==> src/rtl/spi_xfer_ctrl_if.sv <==
// Command/response handshake bundle for spi_xfer_ctrl.
// req_lsb exists only when SPI_XFER_LSB_FIRST_EN is defined.
interface spi_xfer_ctrl_if #(
    parameter int SS_NUM  = 8,
    parameter int MAX_LEN = 16
);
    localparam int SS_W  = (SS_NUM > 1) ? $clog2(SS_NUM) : 1;
    localparam int LEN_W = $clog2(MAX_LEN + 1);

    logic               req_valid;
    logic               req_ready;
    logic [SS_W-1:0]    req_ss;
    logic [LEN_W-1:0]   req_len;
    logic [MAX_LEN-1:0] req_data;
`ifdef SPI_XFER_LSB_FIRST_EN
    logic               req_lsb;
`endif
    logic               resp_valid;
    logic               resp_ready;
    logic [MAX_LEN-1:0] resp_data;

`ifdef SPI_XFER_LSB_FIRST_EN
    modport master (
        output req_valid, req_ss, req_len, req_data, req_lsb, resp_ready,
        input  req_ready, resp_valid, resp_data
    );
    modport slave (
        input  req_valid, req_ss, req_len, req_data, req_lsb, resp_ready,
        output req_ready, resp_valid, resp_data
    );
`else
    modport master (
        output req_valid, req_ss, req_len, req_data, resp_ready,
        input  req_ready, resp_valid, resp_data
    );
    modport slave (
        input  req_valid, req_ss, req_len, req_data, resp_ready,
        output req_ready, resp_valid, resp_data
    );
`endif
endinterface

==> src/rtl/spi_xfer_ctrl.sv <==
// Mode-0 SPI master: one transfer per request, MSB-first by default.
// Optional LSB-first ordering via SPI_XFER_LSB_FIRST_EN (adds bus.req_lsb).
module spi_xfer_ctrl #(
    parameter int DIV     = 4,
    parameter int SS_NUM  = 8,
    parameter int MAX_LEN = 16
) (
    input  logic              clock,
    input  logic              reset,
    spi_xfer_ctrl_if.slave    bus,
    output logic              sck,
    output logic [SS_NUM-1:0] ss,
    output logic              mosi,
    input  logic              miso
);
    localparam int LEN_W = $clog2(MAX_LEN + 1);
    localparam int HC_W  = (DIV > 1) ? $clog2(DIV) : 1;

    typedef enum logic [2:0] {IDLE, SETUP, HIGH, LOW, DONE} state_t;

    state_t             state, state_n;
    logic [HC_W-1:0]    hc, hc_n;
    logic [LEN_W-1:0]   bc, bc_n, len_q, len_n;
    logic [MAX_LEN-1:0] tx_q, tx_n, rx, rx_n;
    logic               fin, fin_n;
    logic               lsb_q, lsb_n, req_lsb_in;
    logic               sck_n, mosi_n, resp_valid_q, resp_valid_n;
    logic [SS_NUM-1:0]  ss_n;
    logic               hc_last;

`ifdef SPI_XFER_LSB_FIRST_EN
    assign req_lsb_in = bus.req_lsb;
`else
    assign req_lsb_in = 1'b0;
`endif

    assign hc_last        = (hc == HC_W'(DIV - 1));
    assign bus.req_ready  = (state == IDLE) && !reset;
    assign bus.resp_valid = resp_valid_q;
    assign bus.resp_data  = rx;

    // b is the count of bits still to follow the one being selected
    function automatic logic pick_bit(input logic [MAX_LEN-1:0] data,
                                      input logic [LEN_W-1:0]   len,
                                      input logic [LEN_W-1:0]   b,
                                      input logic               lsb);
        logic [LEN_W-1:0]   idx;
        logic [MAX_LEN-1:0] sh;
        idx = lsb ? (len - LEN_W'(1) - b) : b;
        sh  = data >> idx;
        return sh[0];
    endfunction

    always_comb begin
        state_n      = state;
        hc_n         = hc;
        bc_n         = bc;
        len_n        = len_q;
        tx_n         = tx_q;
        rx_n         = rx;
        fin_n        = fin;
        lsb_n        = lsb_q;
        sck_n        = sck;
        ss_n         = ss;
        mosi_n       = mosi;
        resp_valid_n = resp_valid_q;
        case (state)
            IDLE: begin
                if (bus.req_valid) begin
                    len_n = bus.req_len;
                    tx_n  = bus.req_data;
                    lsb_n = req_lsb_in;
                    rx_n  = '0;
                    if (bus.req_len == '0) begin
                        state_n      = DONE;
                        resp_valid_n = 1'b1;
                    end else begin
                        state_n = SETUP;
                        hc_n    = '0;
                        fin_n   = 1'b0;
                        bc_n    = bus.req_len - LEN_W'(1);
                        mosi_n  = pick_bit(bus.req_data, bus.req_len,
                                           bus.req_len - LEN_W'(1), req_lsb_in);
                        ss_n    = '1;
                        if (int'(bus.req_ss) < SS_NUM)
                            ss_n[bus.req_ss] = 1'b0;
                    end
                end
            end
            SETUP: begin
                hc_n = hc + HC_W'(1);
                if (hc_last) begin
                    hc_n    = '0;
                    sck_n   = 1'b1;
                    state_n = HIGH;
                end
            end
            HIGH: begin
                hc_n = hc + HC_W'(1);
                if (hc_last) begin
                    hc_n    = '0;
                    sck_n   = 1'b0;
                    state_n = LOW;
                    if (lsb_q)
                        rx_n = rx | (MAX_LEN'(miso) << (len_q - LEN_W'(1) - bc));
                    else
                        rx_n = {rx[MAX_LEN-2:0], miso};
                    if (bc == '0) begin
                        fin_n = 1'b1;
                    end else begin
                        bc_n   = bc - LEN_W'(1);
                        mosi_n = pick_bit(tx_q, len_q, bc - LEN_W'(1), lsb_q);
                    end
                end
            end
            LOW: begin
                hc_n = hc + HC_W'(1);
                if (hc_last) begin
                    hc_n = '0;
                    if (fin) begin
                        state_n      = DONE;
                        ss_n         = '1;
                        resp_valid_n = 1'b1;
                    end else begin
                        sck_n   = 1'b1;
                        state_n = HIGH;
                    end
                end
            end
            DONE: begin
                if (bus.resp_ready) begin
                    state_n      = IDLE;
                    resp_valid_n = 1'b0;
                    mosi_n       = 1'b1;
                end
            end
            default: state_n = IDLE;
        endcase
    end

    always_ff @(posedge clock) begin
        if (reset) begin
            state        <= IDLE;
            hc           <= '0;
            bc           <= '0;
            len_q        <= '0;
            tx_q         <= '0;
            rx           <= '0;
            fin          <= 1'b0;
            lsb_q        <= 1'b0;
            sck          <= 1'b0;
            ss           <= '1;
            mosi         <= 1'b1;
            resp_valid_q <= 1'b0;
        end else begin
            state        <= state_n;
            hc           <= hc_n;
            bc           <= bc_n;
            len_q        <= len_n;
            tx_q         <= tx_n;
            rx           <= rx_n;
            fin          <= fin_n;
            lsb_q        <= lsb_n;
            sck          <= sck_n;
            ss           <= ss_n;
            mosi         <= mosi_n;
            resp_valid_q <= resp_valid_n;
        end
    end
endmodule

==> src/flat_wrapper.sv <==
// flat-port wrapper written by rule: the top's interface ports become plain ports
module spi_xfer_ctrl_flat 
#(
    parameter int DIV     = 4,
    parameter int SS_NUM  = 8,
    parameter int MAX_LEN = 16
)
  (clock, reset, sck, ss, mosi, miso, bus_req_valid, bus_req_ss, bus_req_len, bus_req_data, bus_resp_ready, bus_req_ready, bus_resp_valid, bus_resp_data);
  spi_xfer_ctrl_if #(.SS_NUM(SS_NUM), .MAX_LEN(MAX_LEN)) bus_i ();
  input  logic clock;
  input  logic reset;
  output logic sck;
  output logic [SS_NUM-1:0] ss;
  output logic mosi;
  input  logic miso;
  input wire logic [$bits(bus_i.req_valid)-1:0] bus_req_valid;
  input wire logic [$bits(bus_i.req_ss)-1:0] bus_req_ss;
  input wire logic [$bits(bus_i.req_len)-1:0] bus_req_len;
  input wire logic [$bits(bus_i.req_data)-1:0] bus_req_data;
  input wire logic [$bits(bus_i.resp_ready)-1:0] bus_resp_ready;
  output wire logic [$bits(bus_i.req_ready)-1:0] bus_req_ready;
  output wire logic [$bits(bus_i.resp_valid)-1:0] bus_resp_valid;
  output wire logic [$bits(bus_i.resp_data)-1:0] bus_resp_data;
  assign bus_i.req_valid = bus_req_valid;
  assign bus_i.req_ss = bus_req_ss;
  assign bus_i.req_len = bus_req_len;
  assign bus_i.req_data = bus_req_data;
  assign bus_i.resp_ready = bus_resp_ready;
  assign bus_req_ready = bus_i.req_ready;
  assign bus_resp_valid = bus_i.resp_valid;
  assign bus_resp_data = bus_i.resp_data;
  spi_xfer_ctrl #(.DIV(DIV), .SS_NUM(SS_NUM), .MAX_LEN(MAX_LEN)) u_core (.clock(clock), .reset(reset), .bus(bus_i), .sck(sck), .ss(ss), .mosi(mosi), .miso(miso));
endmodule
==> config.mk <==
export PLATFORM = sky130hd
export DESIGN_NAME = spi_xfer_ctrl_flat
export DESIGN_NICKNAME = d
export VERILOG_FILES = /design/src/rtl/spi_xfer_ctrl_if.sv /design/src/rtl/spi_xfer_ctrl.sv /design/src/flat_wrapper.sv
export SDC_FILE = /design/constraint.sdc
export NUM_CORES = 1
export LEC_CHECK = 0
export CORE_ASPECT_RATIO = 0.75
export CORE_MARGIN = 1
export CORE_UTILIZATION = 46
export CTS_CLUSTER_SIZE = 24
export DETAILED_ROUTE_END_ITERATION = 12
export PLACE_DENSITY_LB_ADDON = 0.08
export SYNTH_ARGS = -nofsm -noshare
export SYNTH_HDL_FRONTEND = slang
export SYNTH_SLANG_ARGS = --single-unit
==> constraint.sdc <==
create_clock -name clock -period 2.3 [get_ports clock]
set_input_delay 0.46 -clock clock [delete_from_list [all_inputs] [get_ports clock]]
set_output_delay 0.46 -clock clock [all_outputs]
set_load 0.005 [all_outputs]
# After elaboration in Yosys (flattened, before gate mapping)

Index checks and enable logic that the tools add are counted.
Widths: inputs -> output; s select.

Output and inout port bits: 28
Register bits: 54

Shift operators: 2
Add/subtract/negate cells: 3
Reduce and logical (&&, ||, !) cells: 23
Magnitude comparators: 2
Mux-type cells: 49
Bitwise logic cells: 1
Eq/ne operators: 16

Operator list:

| kind                | number |
|---|---|
| $mux 16             | 2 |
| $mux 8              | 4 |
| $pmux 16 s2         | 1 |
| $shr 16x5->1        | 2 |
| $reduce_and 5->1    | 5 |
| $mux 3              | 7 |
| $mux 5              | 4 |
| $mux 1              | 19 |
| $pmux 8 s2          | 1 |
| $pmux 3 s5          | 1 |
| $ne 2x2->1 const B  | 6 |
| $reduce_and 6->1    | 2 |
| $logic_not 5->1     | 2 |
| $ne 2x1->1 const B  | 5 |
| $pmux 5 s2          | 1 |
| $sub 5x1->5 const B | 2 |
| $pmux 1 s3          | 3 |
| $reduce_bool 3->1   | 3 |
| $not 8->8           | 1 |
| $eq 3x2->1 const B  | 2 |
| $mux 2              | 3 |
| $reduce_and 3->1    | 2 |
| $reduce_bool 2->1   | 3 |
| $lt 3x4->1 const B  | 1 |
| 13 further kinds    | 14 |

# Longest topological paths before layout

Gate-level depths: netlist (run 1).

Depth after elaboration: 8
Mapped depth: 9
Mapped depth without buffers: 8

# Worst setup path after synthesis (run 1)

OpenSTA, ideal clock, no wires.

Kind: input-to-reg
From: input port bus_req_len[0]
To: register u_core.mosi
Setup time: 0.127 ns
Required time: 2.173 ns
Path slack: 0.058 ns
Stages: 8
Arrival: 2.115 ns
Path buffers: 0
Path through: inv_1 -> ha_1 -> xor2_2 -> mux4_2 -> nor2_1 -> nor4_1 -> nor4b_1 -> a31oi_1

Word-level cells in the longest chain between the ends: 5
Elaborated cells on any way between the ends: 8
Classes of those cells: add/sub (1); eq/ne (1); shift (1); mux (3); reduce/logical (2)

Ends and longest elaborated chain:

| item                   | line                 | text |
|---|---|---|
| start: declaration     | flat_wrapper.sv:18   | `input wire logic [$bits(bus_i.req_len)-1:0] bus_req_len;` |
| $sub 5x1->5            | spi_xfer_ctrl.sv:83  | `bus.req_len - LEN_W'(1), req_lsb_in);` |
| $shr 16x5->1           | spi_xfer_ctrl.sv:50  | `sh = data >> idx;` |
| $mux 1                 | spi_xfer_ctrl.sv:74  | `if (bus.req_len == '0) begin` |
| $mux 1                 | spi_xfer_ctrl.sv:69  | `if (bus.req_valid) begin` |
| $pmux 1 s3             | spi_xfer_ctrl.sv:67  | `case (state)` |
| end signal: assignment | spi_xfer_ctrl.sv:166 | `mosi <= mosi_n;` |
| end: declaration       | spi_xfer_ctrl.sv:13  | `output logic mosi,` |

Several ways; a longest one is shown, not always the timed one. The select of a mux whose other input is x is not followed.
A chain may end at the register's enable or synchronous reset.

# Worst setup path after layout (run 1)

From: register u_core.state[1]
To: output port bus_req_ready

Word-level cells in the longest chain between the ends: 2

Ends and longest elaborated chain:

| item                     | line                 | text |
|---|---|---|
| start: declaration       | spi_xfer_ctrl.sv:21  | `state_t state, state_n;` |
| start signal: assignment | spi_xfer_ctrl.sv:156 | `state <= state_n;` |
| $logic_not 3->1          | spi_xfer_ctrl.sv:38  | `assign bus.req_ready = (state == IDLE) && !reset;` |
| $logic_and 1x1->1        | spi_xfer_ctrl.sv:38  |  |
| end: declaration         | flat_wrapper.sv:21   | `output wire logic [$bits(bus_i.req_ready)-1:0] bus_req_ready;` |

No other way between the ends.

==> impl_metrics.yaml, run 1 <==
die:
  dieArea_mm2: 0.006103
  die-width_um: 89.87
  ios: 57
  die_height_um: 67.91
  core_area_mm2: 0.005468
  num_rows: 23
  start_util: 0.4872
critical_path:
  path_class: "reg -> out"
  end_kind: "output pin"
  r2r_slack_ps: 110
  rr_endpoint: "u_core.mosi$_SDFFE_PP1P_"
  endpoint: "bus_req_ready"
  critPathLaunchType: "register"
  crit_path_start: "u_core.state[1]$_SDFFE_PP0P_"
  required_ps: 1840
  cp_max_fo: 16
  worstRegToRegCells: 7
  timing.rr.start: "u_core.bc[1]$_SDFFE_PP0P_"
  arrival_ps: 1750
final_layout:
  syn2layout_area_growth_pct: 35.51
  drive_above_1_share: 0.1411
  post-route-util: 0.6602
  stdcell_area_mm2: 0.003610
  antenna_cells: 0
  nFillCells: 496
  nets: 442
synthesis:
  ys_seq_elements: 54
  synthArstFlopShare: 0
  synth.distinct_cells: 44
  netlist_instances: 337
  syn_area_per_cell_um2: 7.904
  synth_area_leaders: "dfxtp_1 (41%), nand2_1 (8.3%), a21oi_1 (8.3%)"
  synth_nets: 369
  yosys.area.top_type: "dfxtp_1"
  synth_flop_cell: "dfxtp_1"
  synth_edf_count: 0
  synth_top_area_share: 0.4058
  yosysMostFrequentCell: "nand2_1"
  synth_common_cells: "nand2_1 (59), dfxtp_1 (54), a21oi_1 (44), nand3_1 (26), nor2_1 (22)"
  yosys_warnings: 0
  ys_seq_area_frac: 0.4058
  syn-cell-area_mm2: 0.002664
placed_design:
  gp_routability_congestion: 0.8634
  hpwl_mm: 5.071
  placed_area_mm2: 0.003472
  io_buffers: 56
route:
  wl_mm: 7.088
  wl_per_cell_um: 14.58
  post-route-drc-count: 0
  postRouteAntennaNets: 0
  vias: 2698
  routed_via_density: 5.551
  drt_iter0_drc: 207
  first_pass_iters: 4
sta:
  fin_crit_sh: 0.9607
  grt_setup_unrepaired: "no"
  fin_skew_ps: 7.751
  fmax_mhz: 452.6
  tightest_slew_ps: 642.6
  fin_crit_ps: 2210
  finalMaxSlewViolations: 0
  final_hold_viol_count: 0
  tns_ps: 0
  setup_viol: 0
  slew_headroom: 0.5700
clock_tree:
  cts_max_path_buffers: 2
  root_buffer: "clkbuf_8"
  hold_buffers: 0
  cts_made_buffers: 5
  clkSinkCount: 54
  clk_latency_ps: 310
  post-cts-setup-buffers: 0
  htree_levels: 2
  cts_tree: "done"
  path_clk_slew_ps: 100
worst_hold_path:
  min_from: "u_core.bus.resp_data[15]$_SDFFE_PP0P_"
  hold_class: "reg -> reg"
global_route:
  grt_max_degree: 56
  grt_pass1_vias: 2309
  grt.overflow.total: 0
  track_usage: 0.2364
  grt_pass1_wl_mm: 11.30
  antenna_found_initial: 0
  grt_use_met1: 0.3440
  met2_usage: 0.3606
  top_usage_layer: "met2"
  use_met3: 0.04222
run:
  drv_cap: 0
pwr:
  power_density_mw_per_mm2: 589.9
  power_mw: 2.129
  p_leak_nw: 1.333
  ir_drop_v: 0.0003752
status:
  status: "complete, no violations"
[cell type report]
class,count,area (um^2),area share
Multi-Input combinational cell,250,1478,0.4094
Sequential cell,54,1081,0.2995
Timing Repair Buffer,90,810.8,0.2246
Tap cell,75,93.84,0.02600
Clock buffer,5,68.82,0.01906
Clock inverter,3,43.79,0.01213
Inverter,9,33.78,0.009359
[repair_timing]
item,4_1_cts,5_1_grt
cloned,0,0
setup endpoints to repair,1,11
resized for setup,1,6
pin swaps,1,1
[logic make-up after synthesis]
kind of cell | after synthesis | share of synthesized area
multiplexers | 11 | 0.06529
flip-flops | 54 | 0.4058
XOR/XNOR | 5 | 0.01926
adder cells (fa/ha/maj) | 3 | 0.01409
buffers and inverters | 33 | 0.04884
AND/OR/NAND/NOR | 145 | 0.2546
AO/OA/AOI/OAI | 86 | 0.1921
[registers in the layout (all words and copies together) (netlist names), 2 cells and up]
signal,count
u_core.tx_q,16
u_core.state,3
u_core.ss,8
u_core.hc,2
u_core.bc,5
u_core.bus.resp_data,16
[routing by layer]
layer / share of wire / up-vias
li1: - / 1334
met1: 0.51 / 1280
met2: 0.42 / 80
met3: 0.061 / 4
met4: 0.0082 / 0
met5: 0 / -
[metrics by stage]
step / setup WS, ps / hold slack, ps / std cells
floorplan: 57.58 / 433.1 / 337
finish: 90.46 / 453.3 / 486
global route: 13.80 / 477.2 / 486
detailed placement: -336.7 / 443.2 / 478
global placement: -294.1 / 441.5 / 478
CTS: 2.990 / 457.3 / 486
[power breakdown]
group	switching [mW]	internal (mW)	total [mW]	leakage (nW)
clock	0.328	0.327	0.655	0.0585
combinational	0.240	0.237	0.477	0.835
sequential	0.0263	0.971	0.997	0.440
[critical path, cell delays in order, from the launching register on]
cell	delay [ps]
dfxtp_1	500
nor4_2	380
clkdlybuf4s50_1	560
[layout by cell type (no fill, tap or decap), drive strengths merged, types with 3 or more instances in the layout]
cell type / Yosys / routed
nand2: 59 / 59
clkdlybuf4s50: 0 / 55
dfxtp: 54 / 54
a21oi: 45 / 45
buf: 6 / 35
nand3: 26 / 26
nor2: 22 / 22
o21ai: 17 / 17
nand2b: 14 / 14
inv: 9 / 10
nor3: 6 / 6
a31oi: 6 / 6
mux2i: 5 / 5
nand4: 5 / 5
mux4: 5 / 5
clkbuf: 18 / 5
o2111ai: 4 / 4
a22oi: 3 / 3
nor2b: 3 / 3
xor2: 3 / 3
nor4: 3 / 3
ha: 3 / 3
[worst min path at each step]
stage / end / slack (ps) / depth (start not counted)
final: u_core.bus.resp_data[15]$_SDFFE_PP0P_ / 450 / 2
after global routing: u_core.tx_q[13]$_SDFFE_PP0P_ / 480 / 2
after CTS: u_core.bus.resp_data[15]$_SDFFE_PP0P_ / 460 / 2
after detailed placement: u_core.bus.resp_data[15]$_SDFFE_PP0P_ / 440 / 2
after global placement: u_core.bus.resp_data[15]$_SDFFE_PP0P_ / 440 / 2
after floorplan: u_core.tx_q[14]$_SDFFE_PP0P_ / 430 / 2
Note: power is estimated with default switching activity, not from simulation.
==> inputs of run 2 (changes only) <==
CTS_BUF_LIST = sky130_fd_sc_hd__clkbuf_8 sky130_fd_sc_hd__clkbuf_16   (was unset)
==> results of run 2 <==
Final layout, timing and power as in run 1 (identical DEF).
==> inputs of run 3 (changes only) <==
CAP_MARGIN = 10   (was unset)
==> results of run 3 <==
Final layout, timing and power as in run 1 (identical DEF).
